==> src/rtl/ctrl_package_responder.sv <==
// ctrl_package_responder
// Far-end peer of the 2-bit control-package link. It receives a frame MSB-first,
// one dibble per clock, checks the frame length, and after a fixed turnaround
// returns either the received frame or a programmed response in the same format.
module ctrl_package_responder #(
    parameter int FRAME_BITS = 128,
    parameter int TURNAROUND = 4
) (
    input  logic                  sys_clk,
    input  logic                  rst,
    input  logic [1:0]            in_data,
    input  logic                  in_en,
    input  logic                  echo_mode_i,
    input  logic [FRAME_BITS-1:0] resp_package_i,
    input  logic                  err_clr,
    output logic [1:0]            out_data,
    output logic                  out_dv,
    output logic [FRAME_BITS-1:0] rx_package_o,
    output logic                  rx_valid,
    output logic                  err_short,
    output logic                  err_long,
    output logic                  err_overrun,
    output logic [15:0]           frame_cnt,
    output logic [7:0]            err_cnt
);

    localparam int NDIB = FRAME_BITS / 2;
    localparam int CW   = $clog2(NDIB + 1);
    localparam logic [CW-1:0] NDIB_C   = CW'(NDIB);
    localparam logic [7:0]    GAP_INIT = 8'(TURNAROUND);

    typedef enum logic [2:0] {
        IDLE,
        RECV,
        DRAIN,
        TURN,
        SEND
    } state_t;

    state_t                state_q;
    logic [FRAME_BITS-1:0] sr_q;
    logic [FRAME_BITS-1:0] resp_q;
    logic [FRAME_BITS-1:0] rx_package_q;
    logic [CW-1:0]         dib_cnt_q;
    logic [CW-1:0]         send_cnt_q;
    logic [7:0]            gap_q;
    logic                  in_en_q;
    logic [1:0]            out_data_q;
    logic                  out_dv_q;
    logic                  rx_valid_q;
    logic                  err_short_q;
    logic                  err_long_q;
    logic                  err_overrun_q;
    logic [15:0]           frame_cnt_q;
    logic [7:0]            err_cnt_q;
    logic [7:0]            err_cnt_d;

    logic short_evt;
    logic long_evt;
    logic overrun_evt;

    // Error events are mutually exclusive: short/long only in RECV, overrun only in TURN/SEND.
    assign short_evt   = (state_q == RECV) && !in_en && (dib_cnt_q != NDIB_C);
    assign long_evt    = (state_q == RECV) &&  in_en && (dib_cnt_q == NDIB_C);
    assign overrun_evt = ((state_q == TURN) || (state_q == SEND)) && in_en && !in_en_q;

    // Error counter next state: clear beats a simultaneous event, and the count saturates.
    always_comb begin
        // NOTE: default assignment first so every path drives err_cnt_d and no latch is inferred.
        err_cnt_d = err_cnt_q;
        if (err_clr) begin
            err_cnt_d = 8'h00;
        end else if ((short_evt || long_evt || overrun_evt) && (err_cnt_q != 8'hFF)) begin
            err_cnt_d = err_cnt_q + 8'h01;
        end
    end

    // Sticky error flags and the error counter.
    always_ff @(posedge sys_clk or posedge rst) begin
        if (rst) begin
            err_short_q   <= 1'b0;
            err_long_q    <= 1'b0;
            err_overrun_q <= 1'b0;
            err_cnt_q     <= 8'h00;
        end else begin
            // NOTE: sequential state uses non-blocking assignment so every register samples pre-edge values.
            err_cnt_q <= err_cnt_d;
            if (err_clr) begin
                err_short_q   <= 1'b0;
                err_long_q    <= 1'b0;
                err_overrun_q <= 1'b0;
            end else begin
                if (short_evt)   err_short_q   <= 1'b1;
                if (long_evt)    err_long_q    <= 1'b1;
                if (overrun_evt) err_overrun_q <= 1'b1;
            end
        end
    end

    // Link FSM: receive, length check, turnaround countdown and response shift-out.
    always_ff @(posedge sys_clk or posedge rst) begin
        if (rst) begin
            // NOTE: the wide frame registers are reset too, so the link always restarts from a known all-zero state.
            state_q      <= IDLE;
            sr_q         <= '0;
            resp_q       <= '0;
            rx_package_q <= '0;
            dib_cnt_q    <= '0;
            send_cnt_q   <= '0;
            gap_q        <= 8'h00;
            in_en_q      <= 1'b0;
            out_data_q   <= 2'b00;
            out_dv_q     <= 1'b0;
            rx_valid_q   <= 1'b0;
            frame_cnt_q  <= 16'h0000;
        end else begin
            in_en_q    <= in_en;
            rx_valid_q <= 1'b0;
            case (state_q)
                IDLE: begin
                    if (in_en) begin
                        sr_q      <= {{(FRAME_BITS-2){1'b0}}, in_data};
                        dib_cnt_q <= CW'(1);
                        state_q   <= RECV;
                    end
                end
                RECV: begin
                    if (in_en) begin
                        if (dib_cnt_q == NDIB_C) begin
                            // Too many dibbles: drop the frame and wait for the sender to stop.
                            state_q <= DRAIN;
                        end else begin
                            sr_q      <= {sr_q[FRAME_BITS-3:0], in_data};
                            dib_cnt_q <= dib_cnt_q + CW'(1);
                        end
                    end else if (dib_cnt_q == NDIB_C) begin
                        rx_package_q <= sr_q;
                        rx_valid_q   <= 1'b1;
                        frame_cnt_q  <= frame_cnt_q + 16'h0001;
                        resp_q       <= echo_mode_i ? sr_q : resp_package_i;
                        gap_q        <= GAP_INIT;
                        state_q      <= TURN;
                    end else begin
                        state_q <= IDLE;
                    end
                end
                DRAIN: begin
                    if (!in_en) begin
                        state_q <= IDLE;
                    end
                end
                TURN: begin
                    // gap_q==1 on the edge that opens the burst, so out_dv rises TURNAROUND cycles after rx_valid.
                    if (gap_q == 8'h01) begin
                        out_dv_q   <= 1'b1;
                        out_data_q <= resp_q[FRAME_BITS-1 -: 2];
                        resp_q     <= {resp_q[FRAME_BITS-3:0], 2'b00};
                        send_cnt_q <= CW'(1);
                        state_q    <= SEND;
                    end else begin
                        gap_q <= gap_q - 8'h01;
                    end
                end
                SEND: begin
                    if (send_cnt_q == NDIB_C) begin
                        out_dv_q   <= 1'b0;
                        out_data_q <= 2'b00;
                        state_q    <= in_en ? DRAIN : IDLE;
                    end else begin
                        out_data_q <= resp_q[FRAME_BITS-1 -: 2];
                        resp_q     <= {resp_q[FRAME_BITS-3:0], 2'b00};
                        send_cnt_q <= send_cnt_q + CW'(1);
                    end
                end
                default: begin
                    state_q <= IDLE;
                end
            endcase
        end
    end

    assign out_data     = out_data_q;
    assign out_dv       = out_dv_q;
    assign rx_package_o = rx_package_q;
    assign rx_valid     = rx_valid_q;
    assign err_short    = err_short_q;
    assign err_long     = err_long_q;
    assign err_overrun  = err_overrun_q;
    assign frame_cnt    = frame_cnt_q;
    assign err_cnt      = err_cnt_q;

endmodule

==> config.mk <==
export PLATFORM = sky130hd
export DESIGN_NAME = ctrl_package_responder
export DESIGN_NICKNAME = d
export VERILOG_FILES = /design/src/rtl/ctrl_package_responder.sv
export SDC_FILE = /design/constraint.sdc
export NUM_CORES = 1
export LEC_CHECK = 0
export ABC_AREA = 1
export BUFFER_PORTS_ARGS = -buffer_cell sky130_fd_sc_hd__buf_2
export CAP_MARGIN = 25
export CORE_MARGIN = 1.5
export CORE_UTILIZATION = 59
export CTS_BUF_LIST = sky130_fd_sc_hd__clkbuf_4
export DETAILED_ROUTE_END_ITERATION = 16
export GPL_TIMING_DRIVEN = 0
export PLACE_DENSITY = 0.84
export SLEW_MARGIN = 40
export SYNTH_ARGS = -nofsm -noshare
export SYNTH_HDL_FRONTEND = slang
export SYNTH_SLANG_ARGS = --single-unit
export TNS_END_PERCENT = 1
==> constraint.sdc <==
create_clock -name sys_clk -period 17.8 [get_ports sys_clk]
set_input_delay 1.78 -clock sys_clk [delete_from_list [all_inputs] [get_ports sys_clk]]
set_output_delay 1.78 -clock sys_clk [all_outputs]
set_load 0.005 [all_outputs]
==> metrics.cfg, run 1 <==
[synth]
synth_most_common_cell=nand2_1
synth_common_cells=nand2_1 (765), dfrtp_1 (441), o21ai_0 (407)
synth_compound_area_share_pct=14.7
syn_area_per_cell_um2=8.29
netlist_area_mm2=0.0198
synth_ff_type=dfrtp_1
synthTopCellsByArea=dfrtp_1 (56%), nand2_1 (15%), o21ai_0 (10%), nand3_1 (4.4%), o22ai_1 (4.0%)
yosys.area_share.simple_pct=21.0
yosysTopAreaCell=dfrtp_1
synthXorXnorAreaFrac_pct=0.841
synth_cell_types=30
synthAdderAreaFrac_pct=0.506
syn-num-nets=2531
synthArstFlopShare_pct=100
synth_seq_cells=441
synthCells=2388
synth_edf_count=0
seq_area_frac_synth_pct=55.7
synth_top_family_by_area=simple AND/OR/NAND/NOR gates
synth_top_area_share_pct=55.7
synth_mux_area_share_pct=0
yosys_warnings=0

[detailed_routing]
vias=18500
postRouteWirelength_um=52500
first_iter_violations=1494
wl_per_cell_um=15.7
drtAntennaViolNets=0
dr.pass1.iters=6
drc=0
viasPerCell=5.54

[clock_network]
ctsLongestPathBuffers=3
post-cts-setup-buffers=0
htree_num_levels=3
postCtsHoldBufs=0
cts_buffers=111
cts_tree=done
clkSinkCount=441
insertion_delay_ns=0.81
ctsRootBufferMaster=clkbuf_4
clk_pin_slew_ns=0.06
cts_resized=0

[place]
dp_slack_ns=13.87
dp_cells=3127
placed_cell_area_mm2=0.0220
dp_hpwl_um=35900
port_buffers=292
gp_congestion=0.861

[pwr]
internal-power_mw=1.46
vdd_drop_max_mv=0.0554
p_switching_mw=0.491
power_frac_seq_pct=52.4
pwr-share-clk_pct=42.4
p_leak_nw=12.4
combPwrFrac_pct=5.2
power.density_mw_per_mm2=83.5
totalPowerFinal_mw=1.95
swShare_pct=25.2

[layout]
syn_to_final_growth_pct=18.0
fin_cells=3334
drive_gt1_share_pct=18.6
nNetsFinal=2941
fin_util_pct=71.2
design_area_mm2=0.0234

[worst_hold_path]
min_path_type=flop to flop

[floorplan]
core_mm2=0.0328
die_x_um=186
rows=66
ios=294
die_h_um=186
start_util_pct=60.4
dieArea_mm2=0.0347

[critical_path]
critPathMaxStageDelay_ns=0.46
cp-end-kind=output pin
cp.buffers_inverters=1
arrival_ns=1.39
worstSetupPathType=flop to output pin
crit_chain=buf_2
critPathMaxFanout=5
required_ns=16.02
critPathLaunchType=flop
worst_path_max_delay_cell=dfrtp_1
cp_top_family=flip-flops

[timing]
skew_ns=0.0499
layout_worst_path_cycle_share_pct=17.8
finalSetupViolations=0
whs_ns=0.469
maxSlewHeadroom_pct=56.6
worst_slack_ns=14.63
fmax_mhz=315
grt_setup_unrepaired=false
worst_pin_slew_ns=0.651
tns_ns=0
maxSlewViolCount=0
hold_violations=0
period_minus_slack_ns=3.17

[global_route]
grt_pass1_wl_um=85100
antenna_found_initial=2
gr-total-overflow=0
gr-usage-all-layers_pct=30.9
grt_pass1_vias=17600
grt_max_degree=83

[run]
cap_viol_max_count=0

[outcome]
status=completed

## cell usage in the layout (no fill, tap or decap), drive strengths merged
cell type,netlist,final
xor2,16,16
nand2,766,766
diode,0,3
nand3b,2,2
clkbuf,86,237
nor4,1,1
clkinvlp,0,2
xnor2,3,3
nor3,8,8
buf,71,368
o31ai,1,1
nand3,176,176
a21o,1,1
ha,8,8
inv,193,196
o21ai,409,409
clkinv,0,47
o22ai,126,126
or2,2,2
o211ai,3,3
nor2,54,54
a21oi,7,7
bufinv,0,1
nand4,14,14
dfrtp,441,441
## power by group through the flow
stage               Sequential [mW]  Combinational [mW]  Clock [mW]
global route                   1.02               0.114       0.898
floorplan                      1.04              0.0572           0
detailed placement             1.04               0.100           0
finish                         1.02               0.101       0.826
global placement               1.04              0.0938           0
CTS                            1.02               0.101       0.842
## worst paths after layout
kind                       slack [ns]  cells past startpoint                      from                      endpoint
setup reg to reg                15.27                     10  dib_cnt_q[0]$_DFFE_PP0P_          sr_q[37]$_DFFE_PP0P_
setup / recovery                14.63                      1  frame_cnt[3]$_DFFE_PP0P_                  frame_cnt[3]
hold / removal                   0.47                      2    resp_q[73]$_DFFE_PP0P_        resp_q[73]$_DFFE_PP0P_
hold reg to reg                  0.47                      2    resp_q[73]$_DFFE_PP0P_        resp_q[73]$_DFFE_PP0P_
min in group asynchronous        0.98                      2                       rst  rx_package_o[19]$_DFFE_PP0P_
max in group asynchronous       15.28                      5                       rst  rx_package_o[77]$_DFFE_PP0P_
## registers in the layout, summed over array words and instances (netlist names), 3 cells and up
signal        count
dib_cnt_q         7
err_cnt           8
frame_cnt        16
gap_q             8
resp_q          128
rx_package_o    128
send_cnt_q        7
sr_q            128
state_q           3
## layout make-up
type / count / area, um2
buffer: 157 / 707
clock inverter: 53 / 245
tap: 442 / 553
sequential: 441 / 11000
multi-input combinational: 1597 / 7340
antenna: 3 / 7.51
clock buffer: 151 / 1130
inverter: 193 / 732
fill: 2566 / 9430
timing repair buffer: 297 / 1600
## per-layer routing
| layer | routed length [um] | global-route usage (%) | share of wire (%) |
|---|---|---|---|
| met4 | 1910 | 14.7 | 3.6 |
| met3 | 3980 | 5.67 | 7.6 |
| met1 | 22200 | 41.4 | 42 |
| met2 | 24400 | 48.9 | 47 |
| met5 | 13 | 0 | 0.025 |
## cell families after synthesis
group	Yosys count
AOI/OAI and AO/OA	547
xor gates and xnor gates	19
adders and majority gates	8
buffers and inverters	350
DFF	441
and+or+nand+nor	1023
(Power assumes the default switching activity.)
==> run 2, diff against run 1 <==
Settings changed: ABC_AREA 1 to 0, CORE_UTILIZATION 59 to 53, PLACE_DENSITY 0.84 to 0.8.
Clock period 17.8 ns to 2.6 ns, I/O delays scaled along.
==> metrics.cfg, run 2 <==
[outcome]
status=finished, violations left  ; was completed
failed_checks=setup timing

[place]
dp_slack_ns=-0.769  ; was 13.87 ns
dp_cells=2709  ; was 3127
gp_congestion=0.825  ; was 0.861
dp_hpwl_um=35000  ; was 35900 um
placed_cell_area_mm2=0.0216  ; was 0.0220 mm2
port_buffers=292  ; unchanged

[timing]
layout_worst_path_cycle_share_pct=102
maxSlewHeadroom_pct=49.9  ; was 56.6%
whs_ns=0.246  ; was 0.469 ns
finalSetupViolations=43  ; was 0
grt_setup_unrepaired=true  ; was false
worst_slack_ns=-0.0618  ; was 14.63 ns
period_minus_slack_ns=2.66
tns_ns=-1.12  ; was 0 ns
fmax_mhz=376
maxSlewViolCount=0  ; unchanged
skew_ns=0.0393  ; was 0.0499 ns
hold_violations=0  ; unchanged
worst_pin_slew_ns=0.751  ; was 0.651 ns

[clock_network]
htree_num_levels=3  ; unchanged
insertion_delay_ns=0.82  ; was 0.81 ns
cts_buffers=112  ; was 111
ctsLongestPathBuffers=3  ; unchanged
clkSinkCount=441  ; unchanged
clk_pin_slew_ns=0.06  ; about the same
cts_tree=done  ; unchanged
ctsRootBufferMaster=clkbuf_4  ; unchanged

[synth]
synthAdderAreaFrac_pct=0.527  ; was 0.506%
netlist_area_mm2=0.0190  ; was 0.0198 mm2
synthArstFlopShare_pct=100  ; unchanged
syn_area_per_cell_um2=9.82  ; was 8.29 um2
synth_seq_cells=441  ; unchanged
synth_mux_area_share_pct=7.15  ; was 0%
synthTopCellsByArea=dfrtp_1 (58%), nand2_1 (11%), mux2i_1 (6.8%), a22o_1 (5.9%), a21oi_1 (3.6%)  ; was dfrtp_1 (56%), nand2_1 (15%), o21ai_0 (10%), nand3_1 (4.4%), o22ai_1 (4.0%)
synth_most_common_cell=nand2_1  ; unchanged
synth_cell_types=50  ; was 30
synth_top_area_share_pct=58.1  ; was 55.7%
yosysTopAreaCell=dfrtp_1  ; unchanged
syn-num-nets=2078  ; was 2531
synth_common_cells=nand2_1 (539), dfrtp_1 (441), nor2_1 (154)  ; was nand2_1 (765), dfrtp_1 (441), o21ai_0 (407)
synth_top_family_by_area=simple AND/OR/NAND/NOR gates  ; unchanged
synthXorXnorAreaFrac_pct=1.11  ; was 0.841%
synth_edf_count=0  ; unchanged
yosys_warnings=0  ; unchanged
seq_area_frac_synth_pct=58.1  ; was 55.7%
synth_compound_area_share_pct=14.2  ; was 14.7%
yosys.area_share.simple_pct=15.8  ; was 21.0%
synth_ff_type=dfrtp_1  ; unchanged
synthCells=1935  ; was 2388

[floorplan]
ios=294  ; unchanged
die_h_um=192  ; was 186 um
dieArea_mm2=0.0370  ; was 0.0347 mm2
rows=69  ; was 66
die_x_um=192  ; was 186 um
core_mm2=0.0354  ; was 0.0328 mm2
start_util_pct=53.7  ; was 60.4%

[global_route]
grt_pass1_wl_um=83800  ; was 85100 um
gr-usage-all-layers_pct=28.8  ; was 30.9%
gr-total-overflow=0  ; unchanged
grt_pass1_vias=16500  ; was 17600
grt_max_degree=30  ; was 83
antenna_found_initial=2  ; unchanged

[critical_path]
arrival_ns=3.32  ; was 1.39 ns
cp-end-kind=flop  ; was output pin
required_ns=3.26  ; was 16.02 ns
critPathMaxFanout=10  ; was 5
worstSetupPathType=flop to flop  ; was flop to output pin
critPathLaunchType=flop  ; unchanged

[detailed_routing]
vias=16400  ; was 18500
postRouteWirelength_um=52500  ; about the same
wl_per_cell_um=17.2  ; was 15.7 um
viasPerCell=5.40  ; was 5.54
drtAntennaViolNets=0  ; unchanged
dr.pass1.iters=5  ; was 6
drc=0  ; unchanged
first_iter_violations=1042  ; was 1494

[layout]
fin_util_pct=69.4  ; was 71.2%
nFillCells=2623  ; was 2566
final_cell_mix=nand2_1 (537), dfrtp_1 (441), buf_2 (302)  ; was nand2_1 (765), dfrtp_1 (441), o21ai_0 (407)
syn_to_final_growth_pct=29.2  ; was 18.0%
nNetsFinal=2644  ; was 2941
drive_gt1_share_pct=22.2  ; was 18.6%
final_common_cell=nand2_1  ; unchanged
fin_cells=3045  ; was 3334
design_area_mm2=0.0246  ; was 0.0234 mm2

[run]
cap_viol_max_count=0  ; unchanged

[pwr]
vdd_drop_max_mv=0.443  ; was 0.0554 mV
power.density_mw_per_mm2=571  ; was 83.5 mW/mm2
totalPowerFinal_mw=14.0  ; was 1.95 mW
p_leak_nw=13.1  ; was 12.4 nW

[worst_hold_path]
min_path_type=input pin to flop  ; was flop to flop

run 2: cell count changes in the layout (fill, tap and decap cells not counted), sizes merged, moves of 21 or more:
cell         previous run  this run
nand2                 766       539
o21ai                 409       145
nand3                 176         9
nor2                   54       154
o22ai                 126         1
dlygate4sd3             0       134
inv                   196        12
a21oi                   7       135
clkbuf                237       258
a22o                    0       129
mux2i                   0       129
run 2: final timing paths:
| kind | startpoint | end | slack, ns | cells past startpoint |
|---|---|---|---|---|
| min reg2reg | rx_package_o[62]$_DFFE_PP0P_ | rx_package_o[62]$_DFFE_PP0P_ | 0.47 | 2 |
| min in group asynchronous | rst | out_dv$_DFFE_PP0P_ | 0.65 | 4 |
| max reg2reg | dib_cnt_q[5]$_DFFE_PP0P_ | resp_q[0]$_DFFE_PP0P_ | -0.06 | 9 |
| max in group asynchronous | rst | sr_q[30]$_DFFE_PP0P_ | 0.54 | 10 |
| min | in_data[0] | sr_q[0]$_DFFE_PP0P_ | 0.25 | 3 |
| max | dib_cnt_q[5]$_DFFE_PP0P_ | resp_q[0]$_DFFE_PP0P_ | -0.06 | 9 |
run 2: worst max-delay path: stages (launching register included):
cell and delay [ns]:
dfrtp_1 0.38, or4_4 0.57, or4b_1 0.50, a221o_1 0.36, buf_6 0.15, buf_12 0.15, buf_12 0.15, buf_8 0.13
nand2_1 0.08, o31ai_2 0.06
run 2: layout make-up:
class / instances / area (um2) / share of cell area [%]
sequential: 441 / 11000 / 44.9
multi-input combinational: 1347 / 7400 / 30.1
timing repair buffer: 453 / 3350 / 13.7
clock buffer: 156 / 1170 / 4.77
buffer: 134 / 733 / 2.99
tap: 461 / 577 / 2.35
clock inverter: 39 / 233 / 0.948
inverter: 12 / 48.8 / 0.199
antenna: 2 / 5.00 / 0.0204
run 2: report_power, final:
part / leakage [nW] / switching (mW) / internal (mW)
Clock: 0.826 / 2.81 / 3.05
Combinational: 6.35 / 0.553 / 0.503
Sequential: 5.97 / 0.100 / 7.00
run 2: routing by layer:
layer / part of all wire, % / global-route usage (%) / vias up
met4: 3.6 / 13.1 / 0
li1: - / - / 7762
met5: 0 / 0 / -
met3: 5.8 / 5.16 / 108
met2: 48 / 46.1 / 586
met1: 43 / 38.2 / 7987
run 2: logic make-up (layout without fill, tap and decap cells):
| family | count (synthesis) | after routing |
|---|---|---|
| other cells | 0 | 2 |
| flops | 441 | 441 |
| fa+ha+maj | 8 | 8 |
| mux | 135 | 135 |
| compound gates | 428 | 428 |
| buf+inv | 147 | 794 |
| xor+xnor | 24 | 24 |
| simple gates | 752 | 752 |
run 2: repair_timing:
action | 4_1_cts | 5_1_grt
resized for setup | 80 | 55
hold buffers | 134 | 0
setup buffers | 6 | 0
pin swaps | 10 | 1
gates cloned | 0 | 0
setup endpoints to repair | 387 | 374
endpoints found under the hold margin | 285 | 0
